==> src/rtl/au_gray_counter_if.sv <==
// au_gray_counter_if: count/load control and result bus of the Gray counter.
//   master : drives en, ld, d;  observes q, qb, tc, wrap, ovf
//   slave  : the counter side
interface au_gray_counter_if #(
  parameter int WIDTH = 8
);
  logic             en;
  logic             ld;
  logic [WIDTH-1:0] d;
  logic [WIDTH-1:0] q;
  logic [WIDTH-1:0] qb;
  logic             tc;
  logic             wrap;
  logic             ovf;

  modport master (output en, ld, d, input q, qb, tc, wrap, ovf);
  modport slave  (input en, ld, d, output q, qb, tc, wrap, ovf);
endinterface

==> src/rtl/au_gray_counter.sv <==
// au_gray_counter: registered Gray-code counter.
//   clk  : clock, rising edge
//   rst  : synchronous active-high reset (q <= INIT)
//   bus  : slave side of au_gray_counter_if
//          en  count enable (incrementer carry-in), ld load d (priority over en)
//          q   Gray count, qb binary image of q, tc terminal count (q == 10..0)
//          wrap one-cycle pulse after q went 10..0 -> 0, ovf sticky wrap flag
// gray_inc: Gray incrementer with carry-in; ARCH picks one of three
// functionally identical structures.

module gray_inc #(
  parameter int WIDTH = 8,
  parameter int ARCH  = 0
) (
  input  logic [WIDTH-1:0] a,
  input  logic             ci,
  output logic [WIDTH-1:0] y
);
  localparam logic [WIDTH-1:0] MSB = WIDTH'(1) << (WIDTH - 1);

  if (ARCH == 1) begin : g_ripple
    // Direct Gray rule: even parity flips bit 0, odd parity flips the bit
    // above the lowest set bit (or the msb itself when it is the only one).
    always_comb begin
      logic found;
      y     = a;
      found = 1'b0;
      if (ci) begin
        if (!(^a)) begin
          y[0] = ~a[0];
        end else begin
          for (int i = 0; i < WIDTH - 1; i++) begin
            if (!found && a[i]) begin
              found  = 1'b1;
              y[i+1] = ~a[i+1];
            end
          end
          if (!found) y[WIDTH-1] = ~a[WIDTH-1];
        end
      end
    end
  end else if (ARCH == 2) begin : g_onehot
    // Same rule with the lowest set bit isolated arithmetically.
    logic [WIDTH-1:0] lsb;
    logic [WIDTH-1:0] flip;
    always_comb begin
      lsb  = a & (~a + WIDTH'(1));
      flip = (^a) ? ((lsb << 1) | (lsb & MSB)) : WIDTH'(1);
      y    = ci ? (a ^ flip) : a;
    end
  end else begin : g_binary
    // Round trip through binary: convert, add ci, convert back.
    logic [WIDTH-1:0] b;
    logic [WIDTH-1:0] s;
    always_comb begin
      b[WIDTH-1] = a[WIDTH-1];
      for (int i = WIDTH - 2; i >= 0; i--) b[i] = b[i+1] ^ a[i];
      s = b + WIDTH'(ci);
      y = s ^ (s >> 1);
    end
  end
endmodule

module au_gray_counter #(
  parameter int               WIDTH = 8,
  parameter int               ARCH  = 0,
  parameter logic [WIDTH-1:0] INIT  = '0
) (
  input  logic               clk,
  input  logic               rst,
  au_gray_counter_if.slave   bus
);
  localparam logic [WIDTH-1:0] TC_CODE = WIDTH'(1) << (WIDTH - 1);

  function automatic logic [WIDTH-1:0] g2b(input logic [WIDTH-1:0] g);
    logic [WIDTH-1:0] b;
    b[WIDTH-1] = g[WIDTH-1];
    for (int i = WIDTH - 2; i >= 0; i--) b[i] = b[i+1] ^ g[i];
    return b;
  endfunction

  localparam logic [WIDTH-1:0] INIT_BIN = g2b(INIT);

  logic [WIDTH-1:0] q_q, q_d;
  logic [WIDTH-1:0] qb_q, qb_d;
  logic             wrap_q, wrap_d;
  logic             ovf_q, ovf_d;
  logic             ci;
  logic             tc;
  logic [WIDTH-1:0] inc_y;

  assign tc = (q_q == TC_CODE);
  // Hold is simply the incrementer with carry-in 0.
  assign ci = bus.en & ~bus.ld;

  gray_inc #(.WIDTH(WIDTH), .ARCH(ARCH)) u_inc (
    .a  (q_q),
    .ci (ci),
    .y  (inc_y)
  );

  always_comb begin
    q_d    = inc_y;
    wrap_d = ci & tc;
    ovf_d  = ovf_q | (ci & tc);
    if (bus.ld) begin
      q_d   = bus.d;
      ovf_d = 1'b0;
    end
    // Binary image taken from the next state so qb lands with q.
    qb_d = g2b(q_d);
  end

  always_ff @(posedge clk) begin
    if (rst) begin
      q_q    <= INIT;
      qb_q   <= INIT_BIN;
      wrap_q <= 1'b0;
      ovf_q  <= 1'b0;
    end else begin
      q_q    <= q_d;
      qb_q   <= qb_d;
      wrap_q <= wrap_d;
      ovf_q  <= ovf_d;
    end
  end

  assign bus.q    = q_q;
  assign bus.qb   = qb_q;
  assign bus.tc   = tc;
  assign bus.wrap = wrap_q;
  assign bus.ovf  = ovf_q;
endmodule
==> src/flat_wrapper.sv <==
// flat-port wrapper written by rule: the top's interface ports become plain ports
module au_gray_counter_flat 
#(
  parameter int               WIDTH = 8,
  parameter int               ARCH  = 0,
  parameter logic [WIDTH-1:0] INIT  = '0
)
  (clk, rst, bus_en, bus_ld, bus_d, bus_q, bus_qb, bus_tc, bus_wrap, bus_ovf);
  au_gray_counter_if #(.WIDTH(WIDTH)) bus_i ();
  input  logic clk;
  input  logic rst;
  input wire logic [$bits(bus_i.en)-1:0] bus_en;
  input wire logic [$bits(bus_i.ld)-1:0] bus_ld;
  input wire logic [$bits(bus_i.d)-1:0] bus_d;
  output wire logic [$bits(bus_i.q)-1:0] bus_q;
  output wire logic [$bits(bus_i.qb)-1:0] bus_qb;
  output wire logic [$bits(bus_i.tc)-1:0] bus_tc;
  output wire logic [$bits(bus_i.wrap)-1:0] bus_wrap;
  output wire logic [$bits(bus_i.ovf)-1:0] bus_ovf;
  assign bus_i.en = bus_en;
  assign bus_i.ld = bus_ld;
  assign bus_i.d = bus_d;
  assign bus_q = bus_i.q;
  assign bus_qb = bus_i.qb;
  assign bus_tc = bus_i.tc;
  assign bus_wrap = bus_i.wrap;
  assign bus_ovf = bus_i.ovf;
  au_gray_counter #(.WIDTH(WIDTH), .ARCH(ARCH), .INIT(INIT)) u_core (.clk(clk), .rst(rst), .bus(bus_i));
endmodule
==> config.mk <==
export PLATFORM = sky130hd
export DESIGN_NAME = au_gray_counter_flat
export DESIGN_NICKNAME = d
export VERILOG_FILES = /design/src/rtl/au_gray_counter_if.sv /design/src/rtl/au_gray_counter.sv /design/src/flat_wrapper.sv
export SDC_FILE = /design/constraint.sdc
export NUM_CORES = 1
export LEC_CHECK = 0
export ABC_AREA = 1
export BUFFER_PORTS_ARGS = -buffer_cell sky130_fd_sc_hd__buf_2
export CORE_MARGIN = 10
export CORE_UTILIZATION = 37
export CTS_CLUSTER_DIAMETER = 50
export CTS_CLUSTER_SIZE = 16
export DETAILED_ROUTE_END_ITERATION = 12
export GPL_TIMING_DRIVEN = 0
export RECOVER_POWER = 50
export SYNTH_ARGS = -nofsm -noshare
export SYNTH_HDL_FRONTEND = slang
export SYNTH_SLANG_ARGS = --single-unit
==> constraint.sdc <==
create_clock -name clk -period 3.8 [get_ports clk]
set_input_delay 0.38 -clock clk [delete_from_list [all_inputs] [get_ports clk]]
set_output_delay 0.38 -clock clk [all_outputs]
set_load 0.02 [all_outputs]
==> qor.yml <==
synth:
  synth_top_family_by_area: "simple AND/OR/NAND/NOR gates"
  syn_avg_cell_area_um2: 6.78
  yosys-mux-area-fraction: 0
  seq_area_frac_synth: 0.306
  synth_top_area_frac: 0.306
  synth_top_area_cell: "dfxtp_1"
  syn_area_um2: 1110
  synth_nets: 182
  synth_xor_area_frac: 0.0472
  synthSimpleGateAreaFrac: 0.376
  synth-seq-cells: 17
  syn_inst: 164
  synth.distinct_cells: 27
  ys_warn_count: 0
  synth_compound_area_frac: 0.0877
  yosys-top-cells-area: "dfxtp_1, nand2_1, nand3_1, inv_1, ha_1"
  synth_fa_ha_area_frac: 0.0675
clock_network:
  clock_sinks: 17
  cts_tree: "yes"
  clkSlewWorstSetupHoldPaths_ns: 0.10
  clock_latency_ns: 0.30
  clock_path_buffers: 2
  clockRootBuffer: "clkbuf_4"
  ctsHoldBuffers: 0
  htree_levels: 1
  cts_made_buffers: 3
placed_design:
  post_dp_cell_area_um2: 1430
  hpwl_um: 2570
  globalplace.congestion: 0.870
  pre_cts_slack_ns: -0.262
  portBuffers: 29
floorplan:
  initial_core_util: 0.397
  num_io_pins: 31
  rows: 19
  core_area_um2: 2810
  die_h_um: 74.8
  die_w_um: 74.8
  fp.dieArea_um2: 5600
critical_path:
  cp_max_fo: 5
  cp_slowest_cell: "dfxtp_4"
  crit_required_ns: 4.05
  cp.arrival_ns: 4.33
  slowest_delay_ns: 0.36
  path_common_cell: "ha_4"
  worstSetupPathType: "flop to flop"
  worst_setup_path_end_kind: "flop"
  worstSetupStartpointType: "flop"
cells_and_area:
  fin_nets: 232
  syn_to_final_growth_pct: 62.7
  drive_gt1_frac: 0.484
  fillers: 265
  n_antenna_cell: 0
  postLayoutCellArea_um2: 1810
power:
  p_leak_nw: 0.824
  clkPwrFrac: 0.057
  p_total_mw: 1.74
  power_density_nw_per_um2: 964
  ir_drop_mv: 0.601
  power_frac_comb: 0.799
  switching_share: 0.505
  p_int_mw: 0.863
  share_seq_of_total_power: 0.144
  switching_power_mw: 0.880
routing:
  dr.first_iter.drc_count: 44
  dr.pass1.iters: 4
  drc_errors: 0
  vias: 1242
  antenna_left: 0
  finalWirelength_um: 3720
  wl_per_cell_um: 15.2
  routed_via_density: 5.09
timing:
  fmax_mhz: 245
  hold_viol_final: 0
  finClkSkew_ns: 0.00958
  timing.final.ws_setup_ns: -0.281
  fin_crit_ns: 4.08
  drv_slew: 0
  relSlewSlack: 0.532
  fin_crit_sh: 1.07
  rsz0062_at_grt: "yes"
  setup_viol: 3
  worstMarginPinSlew_ns: 0.695
run_status:
  violations: "negative setup slack"
  status: "complete, but fails checks"
global_routing:
  antenna_found_initial: 0
  grt_pass1_wl_um: 5710
  grt_pass1_vias: 1324
  gr-total-overflow: 0
  grt_max_degree: 11
  grtUsageTotal: 0.126
hold_path:
  min_path_type: "input pin to flop"
flow_run:
  maxCapViolCount: 0
==> worst paths after layout <==
check | cells past startpoint | start | slack [ns] | endpoint
setup / recovery | 28 | u_core.bus.q[6] | -0.28 | u_core.bus.qb[0]
hold / removal | 3 | bus_d[7] | 0.41 | u_core.bus.qb[7]
setup reg to reg | 28 | u_core.bus.q[6] | -0.28 | u_core.bus.qb[0]
hold reg to reg | 2 | u_core.bus.ovf | 0.53 | u_core.bus.ovf
==> registers in the layout, summed over array words and instances (netlist names) <==
name             count
u_core.bus.wrap      1
u_core.bus.ovf       1
u_core.bus.q         7
u_core.bus.qb        8
==> routing by layer <==
metal / track usage / share of wire / vias to the layer above
li1: - / - / 624
met1: 0.135 / 0.41 / 590
met2: 0.233 / 0.54 / 23
met3: 0.0329 / 0.041 / 5
met4: 0.0441 / 0.011 / 0
met5: 0 / 0 / -
==> critical path: cells and delay by family (launching register included) <==
kind	cells	cell delay (ns)
AO/OA/AOI/OAI	1	0.20
flip-flops	1	0.36
buffers and inverters	9	0.43
AND/OR/NAND/NOR	10	1.05
XOR/XNOR	2	0.36
adder cells (fa/ha/maj)	6	1.62
==> logic make-up (layout without fill, tap and decap cells) <==
kind of cell               count (synthesis)  count (layout)
xor gates and xnor gates                   6               6
buffers and inverters                     33              82
adders and majority gates                  6               6
AOI/OAI and AO/OA                         17              17
DFF                                       17              17
and+or+nand+nor                           85              85
==> power by group through the flow <==
stage                     logic (mW)  clock network (mW)  registers [mW]
after floorplan                0.710                   0           0.309
after CTS                       1.15               0.100           0.249
after global routing            1.51               0.106           0.258
after detailed placement       0.954                   0           0.253
after global placement         0.937                   0           0.252
final                           1.39              0.0994           0.251
==> layout by cell type (no fill, tap or decap) <==
master and n:
o21ai_0 2, a21oi_1 8, nor2_1 11, clkbuf_1 18
o21ai_2 4, nand2_1 24, clkbuf_4 3, nand4_1 3
xnor2_2 1, inv_4 6, nand2_2 9, nor4_1 1
nor3_4 1, nand4_4 1, xor2_4 1, nor2_4 1
nor3_1 1, inv_1 17, dfxtp_1 15, buf_4 16
o21a_1 1, dfxtp_4 2, nor2_2 1, or2_2 1
nand3_1 6, buf_2 16, nand2_4 5, ha_4 6
xor2_2 2, o211ai_1 1, nand3_2 10, buf_6 1
xor2_1 2, nand3_4 10, inv_2 5, o21ai_4 1
==> cell usage after synthesis <==
library cell / count
nor3_2: 1
a21oi_1: 8
nand2_1: 32
or2_2: 1
buf_4: 1
nand2_2: 6
o21ai_0: 3
o21ai_1: 2
nor3_1: 1
buf_2: 1
o21a_1: 1
ha_1: 6
xor2_1: 5
nor2_4: 1
nor2_1: 12
nand3_1: 23
nand4_2: 1
nand3_2: 3
nor4_1: 1
inv_2: 3
o21ai_2: 2
nand4_1: 3
clkbuf_1: 3
inv_1: 25
o211ai_1: 1
xnor2_1: 1
dfxtp_1: 17
==> what timing repair did <==
action,4_1_cts,5_1_grt
pin swaps,21,26
setup endpoints to repair,3,5
resized for setup,24,25
buffers inserted,8,8
==> stage by stage <==
stage               hold WS [ns]  instances  TNS (ns)   util
global placement           0.518        224    -0.401  0.509
CTS                        0.373        236    -0.323  0.577
finish                     0.407        244    -0.673  0.645
detailed placement         0.521        224    -0.622  0.509
global route               0.437        244     -1.45  0.645
floorplan                  0.533        164         0      -
==> final cells by class <==
| cell class | count | area [µm²] | area share |
|---|---|---|---|
| multi-input cells | 114 | 1000 | 0.553 |
| flip-flops and latches | 17 | 348 | 0.192 |
| repair buffers | 45 | 251 | 0.139 |
| inverters | 28 | 120 | 0.0664 |
| well taps | 31 | 38.8 | 0.0214 |
| clock buffers | 4 | 26.3 | 0.0145 |
| plain buffers | 5 | 23.8 | 0.0131 |
Power figures use the tool's default switching activity.
